**config.mk**
```make
export PLATFORM = sky130hd
export DESIGN_NAME = pid_plant_io
export DESIGN_NICKNAME = d
export VERILOG_FILES = /design/src/rtl/pid_io_pkg.sv /design/src/rtl/pid_plant_io_quad_decoder.sv /design/src/rtl/pid_plant_io.sv
export SDC_FILE = /design/constraint.sdc
export NUM_CORES = 1
export LEC_CHECK = 0
export ABC_CLOCK_PERIOD_IN_PS = 6500
export BUFFER_PORTS_ARGS = -buffer_cell sky130_fd_sc_hd__buf_2
export CAP_MARGIN = 40
export CORE_MARGIN = 1.5
export CORE_UTILIZATION = 35
export DETAILED_ROUTE_END_ITERATION = 8
export GPL_TIMING_DRIVEN = 0
export PLACE_DENSITY_LB_ADDON = 0.1
export SETUP_SLACK_MARGIN = 0.5
export SLEW_MARGIN = 0
export SYNTH_ARGS = -nofsm -noshare
export SYNTH_HDL_FRONTEND = slang
export SYNTH_SLANG_ARGS = --single-unit
```
**constraint.sdc**
```tcl
create_clock -name clk -period 6.5 [get_ports clk]
set_input_delay 0.65 -clock clk [delete_from_list [all_inputs] [get_ports clk]]
set_output_delay 0.65 -clock clk [all_outputs]
set_load 0.02 [all_outputs]
```
**src/rtl/pid_io_pkg.sv**
```systemverilog
// Shared constants, quadrature encodings and helpers for the plant-side PID I/O block.
package pid_io_pkg;

    localparam int unsigned PWM_MAX = 254;

    localparam int FB_MIN_U = 0;
    localparam int FB_MAX_U = 255;
    localparam int FB_MIN_S = -128;
    localparam int FB_MAX_S = 127;

    typedef enum logic [1:0] {
        QS_00 = 2'b00,
        QS_01 = 2'b01,
        QS_11 = 2'b11,
        QS_10 = 2'b10
    } quad_state_e;

    typedef enum logic [1:0] {
        STEP_NONE = 2'd0,
        STEP_FWD  = 2'd1,
        STEP_REV  = 2'd2,
        STEP_ERR  = 2'd3
    } step_e;

    // Gray order 00->01->11->10->00 is forward; double-bit changes are illegal.
    function automatic step_e quad_step(input quad_state_e prev, input quad_state_e cur);
        step_e s;
        s = STEP_NONE;
        case ({prev, cur})
            {QS_00, QS_01}, {QS_01, QS_11}, {QS_11, QS_10}, {QS_10, QS_00}: s = STEP_FWD;
            {QS_00, QS_10}, {QS_10, QS_11}, {QS_11, QS_01}, {QS_01, QS_00}: s = STEP_REV;
            {QS_00, QS_11}, {QS_11, QS_00}, {QS_01, QS_10}, {QS_10, QS_01}: s = STEP_ERR;
            default: s = STEP_NONE;
        endcase
        return s;
    endfunction

    // Signed request -> duty: magnitude capped at 127, doubled to span 0..254.
    function automatic logic [7:0] bidir_duty(input logic [7:0] c);
        logic [7:0] mag;
        mag = c[7] ? (~c + 8'd1) : c;
        if (mag > 8'd127) begin
            mag = 8'd127;
        end
        return {mag[6:0], 1'b0};
    endfunction

endpackage

```
**src/rtl/pid_plant_io_quad_decoder.sv**
```systemverilog
// Quadrature front end: 2-flop synchronisers, previous-state register, step and sticky error.
module quad_decoder
    import pid_io_pkg::*;
(
    input  logic  clk,
    input  logic  rst_n,
    input  logic  i_enc_a,
    input  logic  i_enc_b,
    output step_e o_step,
    output logic  o_err
);

    logic        r_a_meta;
    logic        r_a_sync;
    logic        r_b_meta;
    logic        r_b_sync;
    quad_state_e r_prev;
    logic        r_err;
    quad_state_e w_cur;
    step_e       w_step;

    always_comb begin
        w_cur  = quad_state_e'({r_a_sync, r_b_sync});
        w_step = quad_step(r_prev, w_cur);
    end

    always_ff @(posedge clk or negedge rst_n) begin
        if (!rst_n) begin
            r_a_meta <= 1'b0;
            r_a_sync <= 1'b0;
            r_b_meta <= 1'b0;
            r_b_sync <= 1'b0;
            r_prev   <= QS_00;
            r_err    <= 1'b0;
        end else begin
            r_a_meta <= i_enc_a;
            r_a_sync <= r_a_meta;
            r_b_meta <= i_enc_b;
            r_b_sync <= r_b_meta;
            r_prev   <= w_cur;
            if (w_step == STEP_ERR) begin
                r_err <= 1'b1;
            end
        end
    end

    assign o_step = w_step;
    assign o_err  = r_err;

endmodule

```
**src/rtl/pid_plant_io.sv**
```systemverilog
// Plant-side PID I/O: PWM actuator drive from control_signal, encoder position and per-period speed feedback.
// Define PID_IO_BIDIR_EN for signed control/feedback and the dir_out port.
module pid_plant_io
    import pid_io_pkg::*;
#(
    parameter int unsigned SAMPLE_DIV = 1000,
    parameter int unsigned DELTA_W    = 16
) (
    input  logic        clk,
    input  logic        rst_n,
    input  logic [7:0]  control_signal,
    input  logic        ctrl_valid,
    input  logic        enc_a,
    input  logic        enc_b,
    output logic        pwm_out,
`ifdef PID_IO_BIDIR_EN
    output logic        dir_out,
`endif
    output logic [7:0]  feedback,
    output logic        fb_valid,
    output logic [15:0] position,
    output logic        enc_err
);

    localparam logic [15:0] T_LAST   = 16'(SAMPLE_DIV - 1);
    localparam logic [7:0]  PWM_LAST = 8'(PWM_MAX);
    localparam logic signed [DELTA_W:0] D_MAX = {2'b00, {(DELTA_W-1){1'b1}}};
    localparam logic signed [DELTA_W:0] D_MIN = -D_MAX;

    logic [7:0]          r_pending;
    logic [7:0]          r_duty;
    logic [7:0]          r_pwm_cnt;
    logic [15:0]         r_timer;
    logic [DELTA_W-1:0]  r_delta;

    step_e                   w_step;
    logic                    w_err;
    logic signed [1:0]       w_step_s;
    logic signed [DELTA_W:0] w_delta_sum;
    logic signed [DELTA_W:0] w_delta_sat;
    logic signed [31:0]      w_fb_wide;
    logic [7:0]              w_fb_clamped;
    logic                    w_wrap;
    logic                    w_sample_end;
    logic [7:0]              w_cnt_next;
    logic [7:0]              w_duty_next;

    quad_decoder u_quad (
        .clk     (clk),
        .rst_n   (rst_n),
        .i_enc_a (enc_a),
        .i_enc_b (enc_b),
        .o_step  (w_step),
        .o_err   (w_err)
    );

    assign enc_err = w_err;

    always_comb begin
        w_step_s = 2'sb00;
        case (w_step)
            STEP_FWD: w_step_s = 2'sb01;
            STEP_REV: w_step_s = 2'sb11;
            default:  w_step_s = 2'sb00;
        endcase
    end

    // The step arriving on the terminal timer cycle is folded into the closing sample.
    always_comb begin
        w_delta_sum = {r_delta[DELTA_W-1], r_delta} + {{(DELTA_W-1){w_step_s[1]}}, w_step_s};
        if (w_delta_sum > D_MAX) begin
            w_delta_sat = D_MAX;
        end else if (w_delta_sum < D_MIN) begin
            w_delta_sat = D_MIN;
        end else begin
            w_delta_sat = w_delta_sum;
        end
        w_fb_wide = 32'(w_delta_sat);
    end

`ifdef PID_IO_BIDIR_EN
    always_comb begin
        if (w_fb_wide < FB_MIN_S) begin
            w_fb_clamped = 8'(FB_MIN_S);
        end else if (w_fb_wide > FB_MAX_S) begin
            w_fb_clamped = 8'(FB_MAX_S);
        end else begin
            w_fb_clamped = w_fb_wide[7:0];
        end
    end
`else
    always_comb begin
        if (w_fb_wide < FB_MIN_U) begin
            w_fb_clamped = 8'(FB_MIN_U);
        end else if (w_fb_wide > FB_MAX_U) begin
            w_fb_clamped = 8'(FB_MAX_U);
        end else begin
            w_fb_clamped = w_fb_wide[7:0];
        end
    end
`endif

    always_comb begin
        w_sample_end = (r_timer == T_LAST);
        w_wrap       = (r_pwm_cnt == PWM_LAST);
        w_cnt_next   = w_wrap ? '0 : r_pwm_cnt + 8'd1;
`ifdef PID_IO_BIDIR_EN
        w_duty_next  = w_wrap ? bidir_duty(r_pending) : r_duty;
`else
        w_duty_next  = w_wrap ? r_pending : r_duty;
`endif
    end

    always_ff @(posedge clk or negedge rst_n) begin
        if (!rst_n) begin
            r_pending <= '0;
            r_duty    <= '0;
            r_pwm_cnt <= '0;
            pwm_out   <= 1'b0;
        end else begin
            if (ctrl_valid) begin
                r_pending <= control_signal;
            end
            r_pwm_cnt <= w_cnt_next;
            r_duty    <= w_duty_next;
            // Compare next-state values so pwm_out stays aligned with the counter it reflects.
            pwm_out   <= (w_cnt_next < w_duty_next);
        end
    end

`ifdef PID_IO_BIDIR_EN
    always_ff @(posedge clk or negedge rst_n) begin
        if (!rst_n) begin
            dir_out <= 1'b0;
        end else if (w_wrap) begin
            dir_out <= r_pending[7];
        end
    end
`endif

    always_ff @(posedge clk or negedge rst_n) begin
        if (!rst_n) begin
            r_timer  <= '0;
            r_delta  <= '0;
            feedback <= '0;
            fb_valid <= 1'b0;
            position <= '0;
        end else begin
            position <= position + {{14{w_step_s[1]}}, w_step_s};
            fb_valid <= 1'b0;
            if (w_sample_end) begin
                r_timer  <= '0;
                r_delta  <= '0;
                feedback <= w_fb_clamped;
                fb_valid <= 1'b1;
            end else begin
                r_timer  <= r_timer + 16'd1;
                r_delta  <= w_delta_sat[DELTA_W-1:0];
            end
        end
    end

endmodule

```
==> Word level (Yosys, flattened, before mapping) <==
Memories as Yosys holds them, arrays and structs flattened.
Cells that the tools add are included.
{ "word_totals": {"ff_bits": 89, "rom_bits": 32, "input_bits": 13, "out_inout_bits": 27, "mem_count": 1} }
{ "classes": {"addsub": 4, "order_cmp": 5, "eq_ne": 5, "muxes": 10} }
{ "memory_table": {"columns": ["memory", "words", "width", "rd", "rd_clocked_by_memory_dff", "write_ports", "line", "text"], "rows": [
  ["(no name shown)", 16, 2, 1, 0, 0, "pid_io_pkg.sv:29", "case ({prev, cur})"]
]} }
{ "ops": {"columns": ["op", "n"], "rows": [
  ["$mux 17", 2],
  ["$mux 16", 2],
  ["$mux 8", 4],
  ["$add 16x2->17", 1],
  ["$gt 17x16->1 const B", 1],
  ["$gt 17x9->1 const B", 1],
  ["$lt 17x1->1 const B", 1],
  ["$lt 17x16->1 const B", 1],
  ["$add 16x1->16 const B", 1],
  ["$add 16x16->16", 1],
  ["$eq 16x10->1 const B", 1],
  ["$add 8x1->8 const B", 1],
  ["$eq 8x8->1 const B", 1],
  ["$lt 8x8->1", 1],
  ["$eq 2x2->1 const B", 2],
  ["$pmux 2 s2", 1],
  ["$eq 2x1->1 const B", 1],
  ["$mux 1", 1]
]} }

==> Depth between registers and ports, before layout <==
Gate-level depths: netlist of the first run.
An unclocked memory read counts as a cell.
{ "logic_depth": {"ltp_word": 10, "ltp_mapped": 23, "mapped_depth_nobuf": 22} }

==> By module <==
Synthesis of the first run repeated with hierarchy kept, for this count alone.
{ "hier_totals": {"cells_unflattened": 606, "hier_area_um2": 5619.1} }
{ "modules_own_cells": {"columns": ["mod", "instances", "cells_each", "area_each_um2", "seq_area_each_um2"], "rows": [
  ["pid_plant_io", 1, 586, 5356.4, 2052.0],
  ["quad_decoder", 1, 20, 262.8, 175.2]
]} }

==> Worst setup path before layout of the first run <==
No wires, ideal clock.
{ "synth_path": {"kind": "register to register", "from": "register u_quad.r_a_sync", "to": "register feedback[0]", "setup_time_ps": 124, "t_arrival_ps": 5551, "required_ps": 6376, "slack_ps": 825, "stages_incl_launch_ff": 22, "n_path_buf": 5, "period_less_slack_ps": 5675, "cell_sequence": "dfrtp_1 clkbuf_8 xor2_1 nand2_1 clkbuf_1 buf_1 clkbuf_1 buf_1 xnor2_1 ha_1 nor2_1 nand2_1 o2111a_1 a311o_1 a311oi_1 o22ai_1 a2111oi_4 nand2_2 o41ai_1 ha_1 or3_4 o31a_1"} }
{ "synth_between": {"elab_chain_len": 10, "elab_cells_between_ends": 13, "classes_between": "1 x add/sub; 4 x order compare; 2 x eq/ne; 5 x mux; 1 x memory"} }
{ "synth_lines": {"columns": ["element", "line", "text"], "rows": [
  ["start, declared", "pid_plant_io_quad_decoder.sv:14", "logic r_a_sync;"],
  ["start signal, assigned", "pid_plant_io_quad_decoder.sv:37", "r_a_sync <= r_a_meta;"],
  ["$mem_v2 16x2 (*)", null, null],
  ["$eq 2x2->1 / $eq 2x1->1 (equally long branches)", "pid_plant_io.sv:61", "case (w_step)"],
  ["$pmux 2 s2 (*)", "pid_plant_io.sv:61", null],
  ["$add 16x2->17 (*)", "pid_plant_io.sv:70", "w_delta_sum = {r_delta[DELTA_W-1], r_delta} + {{(DELTA_W-1){w_step_s[1]}}, w_step_s};"],
  ["$lt 17x16->1", "pid_plant_io.sv:73", "end else if (w_delta_sum < D_MIN) begin"],
  ["$mux 17", "pid_plant_io.sv:73", null],
  ["$mux 17 (*)", "pid_plant_io.sv:71", "if (w_delta_sum > D_MAX) begin"],
  ["$gt 17x9->1", "pid_plant_io.sv:95", "end else if (w_fb_wide > FB_MAX_U) begin"],
  ["$mux 8", "pid_plant_io.sv:95", null],
  ["$mux 8 (*)", "pid_plant_io.sv:93", "if (w_fb_wide < FB_MIN_U) begin"],
  ["end signal, assigned", "pid_plant_io.sv:154", "feedback <= w_fb_clamped;"],
  ["end, declared", "pid_plant_io.sv:19", "output logic [7:0] feedback,"]
]} }
Mark *: on every way between the ends. The rest lies on a longest branch, timed or not.
A chain may end at the register's enable or synchronous reset.

==> Final worst setup path of the first run <==
{ "layout_path": {"from": "register u_quad.r_b_sync", "to": "register feedback[1]"} }
{ "layout_between": {"elab_chain_len": 10, "elab_cells_between_ends": 13, "classes_between": "1 x add/sub; 4 x order compare; 2 x eq/ne; 5 x mux; 1 x memory"} }
{ "layout_lines": {"columns": ["element", "line", "text"], "rows": [
  ["start, declared", "pid_plant_io_quad_decoder.sv:16", "logic r_b_sync;"],
  ["start signal, assigned", "pid_plant_io_quad_decoder.sv:39", "r_b_sync <= r_b_meta;"],
  ["$mem_v2 16x2 (*)", null, null],
  ["$eq 2x2->1 / $eq 2x1->1 (equally long branches)", "pid_plant_io.sv:61", null],
  ["$pmux 2 s2 (*)", "pid_plant_io.sv:61", null],
  ["$add 16x2->17 (*)", "pid_plant_io.sv:70", null],
  ["$lt 17x16->1", "pid_plant_io.sv:73", null],
  ["$mux 17", "pid_plant_io.sv:73", null],
  ["$mux 17 (*)", "pid_plant_io.sv:71", null],
  ["$gt 17x9->1", "pid_plant_io.sv:95", null],
  ["$mux 8", "pid_plant_io.sv:95", null],
  ["$mux 8 (*)", "pid_plant_io.sv:93", null]
]} }
Marked as above.

==> results of run 1 <==
## flip-flops by register name (all words and copies together) (netlist names)
register / cells
u_quad.r_a_meta: 1
r_pwm_cnt: 8
feedback: 8
pwm_out: 1
u_quad.r_b_meta: 1
u_quad.r_prev: 2
position: 16
u_quad.r_a_sync: 1
u_quad.o_err: 1
r_delta: 16
u_quad.r_b_sync: 1
r_pending: 8
r_duty: 8
r_timer: 16
fb_valid: 1
## per-stage QoR
| stage | setup slack, ns | hold slack (ns) | area, sq um | utilization, % | TNS (ns) |
|---|---|---|---|---|---|
| 2_1_floorplan | 0.825 | 0.331 | 5660 | - | 0 |
| 3_3_place_gp | -0.661 | 0.345 | 6120 | 38.6 | -11.22 |
| 3_5_place_dp | -0.671 | 0.341 | 6150 | 38.9 | -11.68 |
| 4_1_cts | 0.525 | 0.213 | 6500 | 41.1 | 0 |
| 5_1_grt | 0.520 | 0.229 | 6530 | 41.3 | 0 |
| 6_report | 0.773 | 0.210 | 6530 | 41.3 | 0 |
## cells by family (layout without fill, tap and decap cells)
group                      after synthesis  count (layout)  share of synthesized area (%)
muxes                                   18              18                           3.39
and+or+nand+nor                        211             211                           17.7
AOI/OAI and AO/OA                      160             160                           19.7
DFF                                     89              89                           39.4
xor gates and xnor gates                66              66                           10.5
adders and majority gates               19              19                           4.20
buffers and inverters                   67             123                           5.09
## timing repair
action / CTS / global route
resized for setup: 11 / 9
pin swaps: 1 / 0
setup endpoints to repair: 24 / 20
## final timing paths
check | from | end | slack, ns | depth (start not counted)
setup / recovery | u_quad.r_b_sync | feedback[1] | 0.77 | 20
min in group clk | u_quad.r_a_meta | u_quad.r_a_sync | 0.35 | 0
hold / removal | rst_n | position[8] | 0.21 | 1
hold reg to reg | u_quad.r_a_meta | u_quad.r_a_sync | 0.35 | 0
max in group asynchronous | rst_n | r_delta[13] | 5.64 | 2
setup reg to reg | u_quad.r_b_sync | feedback[1] | 0.77 | 20
## cells in the final DEF (no fill, tap or decap), types with 5 or more instances in the layout
master | netlist | layout
a21o_1 | 7 | 7
a21oi_1 | 39 | 39
a22oi_1 | 12 | 12
a31oi_1 | 11 | 11
buf_1 | 7 | 5
buf_2 | 4 | 42
clkbuf_1 | 25 | 23
clkbuf_16 | 0 | 9
dfrtp_1 | 89 | 89
ha_1 | 19 | 18
inv_1 | 25 | 25
mux2_2 | 9 | 9
mux2i_1 | 9 | 9
nand2_1 | 64 | 63
nand3_1 | 24 | 24
nand4_1 | 8 | 8
nor2_1 | 55 | 55
nor3_1 | 14 | 14
nor4_1 | 10 | 10
o211ai_1 | 7 | 7
o21ai_0 | 29 | 29
or3_1 | 7 | 7
xnor2_1 | 50 | 49
xor2_1 | 14 | 13
## area by class of cell
cell class | instances | area (sq um)
Multi-Input combinational cell | 474 | 3200
Clock inverter | 5 | 61.3
Sequential cell | 89 | 2230
Clock buffer | 11 | 243
Buffer | 40 | 203
Inverter | 27 | 101
Fill cell | 1607 | 9300
Tap cell | 216 | 270
Timing Repair Buffer | 40 | 225
## routing by layer
metal / track usage, % / vias to the layer above / part of all wire, %
met3: 2.34 / 15 / 3.9
met2: 28.9 / 126 / 46
met5: 0 / - / 0
met1: 24.9 / 2376 / 48
met4: 6.73 / 0 / 1.7
li1: - / 2362 / -
## power by group through the flow
stage | Combinational (mW) | Sequential [mW] | Clock, mW
4_1_cts | 1.39 | 0.775 | 0.565
5_1_grt | 1.57 | 0.796 | 0.590
3_3_place_gp | 1.35 | 0.782 | 0
2_1_floorplan | 0.976 | 0.826 | 0
6_report | 1.41 | 0.776 | 0.549
3_5_place_dp | 1.37 | 0.785 | 0
==> results.md, run 1 <==
* CTS sink count at 89
* Synth top cells by count: dfrtp_1, nand2_1, nor2_1
* Via density at 5.41
* Max FO, Critical Path at 10
* Delay-heaviest family, CP: compound AO/OA/AOI/OAI gates
* Min-delay worst type: input port to asynchronous set/reset pin
* Sw Share at between 40% and 50%
* Layout cell share with drive strength beyond 1 at 14.7%
* WL final at approximately 14,000 um
* CP Launch Type: flop
* CTS Hold Buffers Added at 0
* Clock network fraction of total power at 20.1%
* Yosys top cell area share at 39.4%
* Mean Syn Cell Area at between 8 and 9 sq um
* Post-CTS Setup Inserts at 0
* P_int at 1.52 mW
* WP buf/inv at 4
* CP endpoint kind: flop
* CTS buffer count at 9
* Peak Freq at 175 MHz
* GRT Util Overall at a little under a fifth
* Root Buffer: clkbuf_16
* Minimum clock period at 5.73 ns
* Post-route ant nets at 0
* Finished Layout Cells at between 900 and 1,000
* Slowest cell on the critical path: dfrtp_1
* WS Path Type: flop to flop
* CTS tree: done
* Area grow syn2layout at 15.5%
* Fraction of registers with async set/reset at 100%
* Total grt overflow at 0
* Top cell by count, worst path: clkbuf_4
* Switch Pwr at 1.21 mW
* GPL Wtd Cong at 0.849
* Die area at 16,900 sq um
* NumNets Final at 713
* Netlist Area Pre-Place at 5660 sq um
* Combinational Power Share at 51.5%
* Measured slew at the worst slew-check pin at 0.854 ns
* Final Max Tran Viols at 0
* Placement row count at 46
* Overall die height at 130 um
* # DRC at 0
* CORE AREA at 15,800 sq um
* Max-cap violations at 0
* Slew headroom at 42.6%
* Most common cell in the synthesized netlist: dfrtp_1
* Number of synthesized register bits at 89
* Syn. warnings at 0
* Register area share after synthesis at 39.4%
* Cells after Synth at 630
* Sequential Power Share at 28.4%
* Number of hold violations in the final report at 0
* Clock buffer depth at 2
* Total power at 2.73 mW
* H-Tree Level Count at 3
* Synth cell types at between 70 and 80
* Reg clk slew, reported paths at 0.07 ns
* Period Utilization, post-route at 88.1%
* Power density cells at about 420 nW/um^2
* Initial DRC count at 407
* Peak supply drop at 199 uV
* Starting Density at a little over a third
* Critical path arrival at 5.95 ns
* Clock latency on the worst-skew pair at approximately 0.35 ns
* Vias in the first global route at between 4,000 and 5,000
* Cell taking the most area after synthesis: dfrtp_1
* Initial antenna violation count at 0
* Setup-failing EPs final at 0
* First-pass GRT wire length at 24,200 um
* Clk_skew at 0.00990 ns
* Syn nets at 662
* Drt first pass iters at 5
* Prevailing post-synth register cell: dfrtp_1
* Die width at 130 um
* Port bufs at 38
* Leakage at 2.86 nW
* Status: finished, final reports clean
* Wirelength per Cell at 15.9 um
* CP cell instances: xnor2_2 > nand2_4 > clkbuf_4 > clkbuf_4 > clkbuf_4 > buf_4 > xnor2_1 > ha_1 > nor2_1 > nand2_1 > o2111a_1 > a311o_1 > a311oi_4 > o22ai_1 > a2111oi_4 > nand2_2 > o41ai_2 > ha_2 > or3_4 > o31a_1
* DP Cell Count at 886
* Crit-path max cell delay at between 0.4 and 0.5 ns
* # IOs at 40
* Hpwl dp at a little over 10,000 um
* Via Count at 4,879
* Required time worst endpoint at 6.73 ns
* Ant. Diodes at 0
* EDFF count, synth at 0
* RSZ-0062 raised after global routing: no
* Largest net degree at the start of global routing at 65
* Synth area leaders: dfrtp_1, xnor2_1, nand2_1
Note: power is estimated with default switching activity, not from simulation.
==> inputs of run 2 (changes only) <==
Settings changed: ABC_CLOCK_PERIOD_IN_PS 6500 to 6200, CORE_UTILIZATION 35 to 57.
Clock period 6.5 ns to 6.2 ns, I/O delays scaled along.
==> run 2 against run 1 <==
Die area down 38%. Fmax grew 6.6%. Hold slack improved by 0.033 ns. Combinational power grew 5%. Sequential power grew 4.6%. Register-to-register slack improved by 0.05 ns. Core utilization is 25 points higher. Non-clock buffer count grew 3. Power increased by 0.63%. Critical path depth is 1 higher. Flip-flop and latch count is the same. Cell area fell by 2.1%. Largest power group unchanged.
==> results.md, run 2 (synthesis gave the netlist of run 1 again) <==
* Status: finished, final reports clean
* CP cell instances: clkbuf_8 > xor2_4 > nand2_4 > clkbuf_4 > buf_6 > buf_4 > buf_6 > xnor2_1 > ha_1 > nor2_1 > nand2_1 > o2111a_1 > a311o_1 > a311oi_2 > o22ai_2 > a2111oi_4 > nand2_2 > o41ai_2 > ha_2 > or3_4 > o31a_1
* Reg clk slew, reported paths at approximately 0.10 ns
* GPL Wtd Cong at about 0.89
* Final Max Tran Viols at 0
* Max-cap violations at 0
* Initial DRC count at between 200 and 300
* Worst reg2reg endpoint: feedback[1]
* Worst reg2reg path startpoint: u_quad.r_a_sync
* Layout cell share with drive strength beyond 1 at roughly 15%
* Clock latency on the worst-skew pair at 0.36 ns
* H-Tree Level Count at 3
* Commonest non-fill, non-tap cell in the layout: dfrtp_1
* Placement row count at 36
* CTS Hold Buffers Added at 0
* Required time worst endpoint at 6.45 ns
* RSZ-0062 raised after global routing: no
* Die area at 10,500 sq um
* Total grt overflow at 0
* Crit-path max cell delay at 0.42 ns
* CP Launch Type: flop
* Number of hold violations in the final report at 0
* Delay-heaviest family, CP: compound AO/OA/AOI/OAI gates
* Crit path launch: u_quad.r_a_sync
* Post-route ant nets at 0
* Vias in the first global route at 4,437
* Min-delay worst type: input port to asynchronous set/reset pin
* Via density at 5.99
* Total power at 2.75 mW
* Peak supply drop at 167 uV
* Initial antenna violation count at 0
* Finished Layout Cells at 822
* Most frequent cells in the layout: dfrtp_1, nand2_1, nor2_1
* Leakage at approximately 2.8 nW
* WS Path Type: flop to flop
* Ant. Diodes at 0
* # fillers at 805
* Root Buffer: clkbuf_8
* Clock buffer depth at 2
* First-pass GRT wire length at 22,200 um
* # IOs at 40
* Minimum clock period at 5.37 ns
* Slew headroom at 45.8%
* CP endpoint kind: flop
* Power density cells at 430 nW/um^2
* CTS buffer count at 9
* Port bufs at 38
* CTS sink count at 89
* PnR worst setup slack at between 0.8 and 0.9 ns
* Wirelength per Cell at 16.2 um
* Overall die height at 103 um
* DP Cell Count at 803
* Slowest cell on the critical path: or3_4
* CTS tree: done
* Measured slew at the worst slew-check pin at between 0.8 and 0.9 ns
* Starting Density at 58.4%
* # DRC at 0
* CORE AREA at between 9000 and 10,000 sq um
* Area grow syn2layout at 13.1%
* Max FO, Critical Path at 10
* Worst R2R Path Depth at 21
* Top cell by count, worst path: buf_6
* GRT Util Overall at 27.1%
* NumNets Final at 716
* Via Count at 4,924
* WL final at 13,300 um
* Die width at between 100 and 150 um
* Critical path arrival at 5.62 ns
* Clk_skew at 0.00881 ns
* Peak Freq at 186 MHz
* Largest net degree at the start of global routing at 47
* Biggest registers after layout: position x16, r_delta x16, r_timer x16
* Period Utilization, post-route at 86.7%
* Drt first pass iters at 5
* R2r setup slk at between 0.8 and 0.9 ns
* Fin area at 6400 sq um
* Setup-failing EPs final at 0
* DP Worst Slack at -0.762 ns
* WP buf/inv at 5
* Hpwl dp at around 9500 um
* Dpl cell area at 6040 sq um
-- run 2: changes by cell type in the layout (fill, tap and decap cells not counted), moves of 2 or more --
cell,delta
inv_8,+2
clkbuf_4,-2
clkbuf_16,-9
clkbuf_8,+8
buf_4,+3
buf_6,+2
-- run 2: worst max path at each step --
| stage | cells after the start | slack (ns) | to |
|---|---|---|---|
| after floorplan | 21 | 0.52 | feedback[0] |
| final | 21 | 0.83 | feedback[1] |
| after global placement | 23 | -0.76 | r_delta[13] |
| after detailed placement | 23 | -0.76 | r_delta[2] |
| after global routing | 21 | 0.54 | feedback[1] |
| after CTS | 21 | 0.52 | feedback[1] |
-- run 2: timing repair --
| action | in CTS | in global routing |
|---|---|---|
| buffers inserted | 1 | 2 |
| pin swaps | 2 | 4 |
| resized for setup | 13 | 11 |
| setup endpoints to repair | 24 | 22 |
| cloned | 0 | 0 |
-- run 2: layout make-up --
| cell class | instances | area [sq um] | area share, % |
|---|---|---|---|
| buffer | 40 | 210 | 3.29 |
| clock buffer | 9 | 124 | 1.94 |
| clock inverter | 7 | 108 | 1.68 |
| inverter | 27 | 101 | 1.58 |
| multi-input combinational | 474 | 3220 | 50.3 |
| sequential | 89 | 2230 | 34.8 |
| tap | 133 | 166 | 2.60 |
| timing repair buffer | 43 | 240 | 3.76 |
-- run 2: worst reg2reg max path, stage by stage, from the launching register on --
cell and delay, ns:
dfrtp_1 0.40, clkbuf_8 0.18, xor2_4 0.20, nand2_4 0.15
clkbuf_4 0.24, buf_6 0.18, buf_4 0.19, buf_6 0.19
xnor2_1 0.09, ha_1 0.26, nor2_1 0.14, nand2_1 0.08
o2111a_1 0.19, a311o_1 0.38, a311oi_2 0.38, o22ai_2 0.16
a2111oi_4 0.32, nand2_2 0.13, o41ai_2 0.36, ha_2 0.38
or3_4 0.42, o31a_1 0.25
-- run 2: metal layers --
metal  vias to the layer above  share of wire (%)  global-route usage [%]
li1                       2377                  -                       -
met1                      2359                 44                    38.2
met2                       171                 48                    43.6
met3                        17                6.2                    4.14
met4                         0                1.3                    8.01
met5                         -                  0                       0
-- run 2: report_power, final --
part | internal (mW) | total, mW | switching [mW]
Combinational | 0.569 | 1.48 | 0.907
Sequential | 0.707 | 0.812 | 0.106
Clock | 0.236 | 0.464 | 0.228
-- run 2: metrics by stage --
step	hold WS [ns]	utilization [%]	TNS, ns
after floorplan	0.324	-	0
after global placement	0.340	62.1	-14.10
after detailed placement	0.340	62.4	-14.46
after CTS	0.257	65.3	0
after global routing	0.293	66.0	0
final	0.244	66.0	0
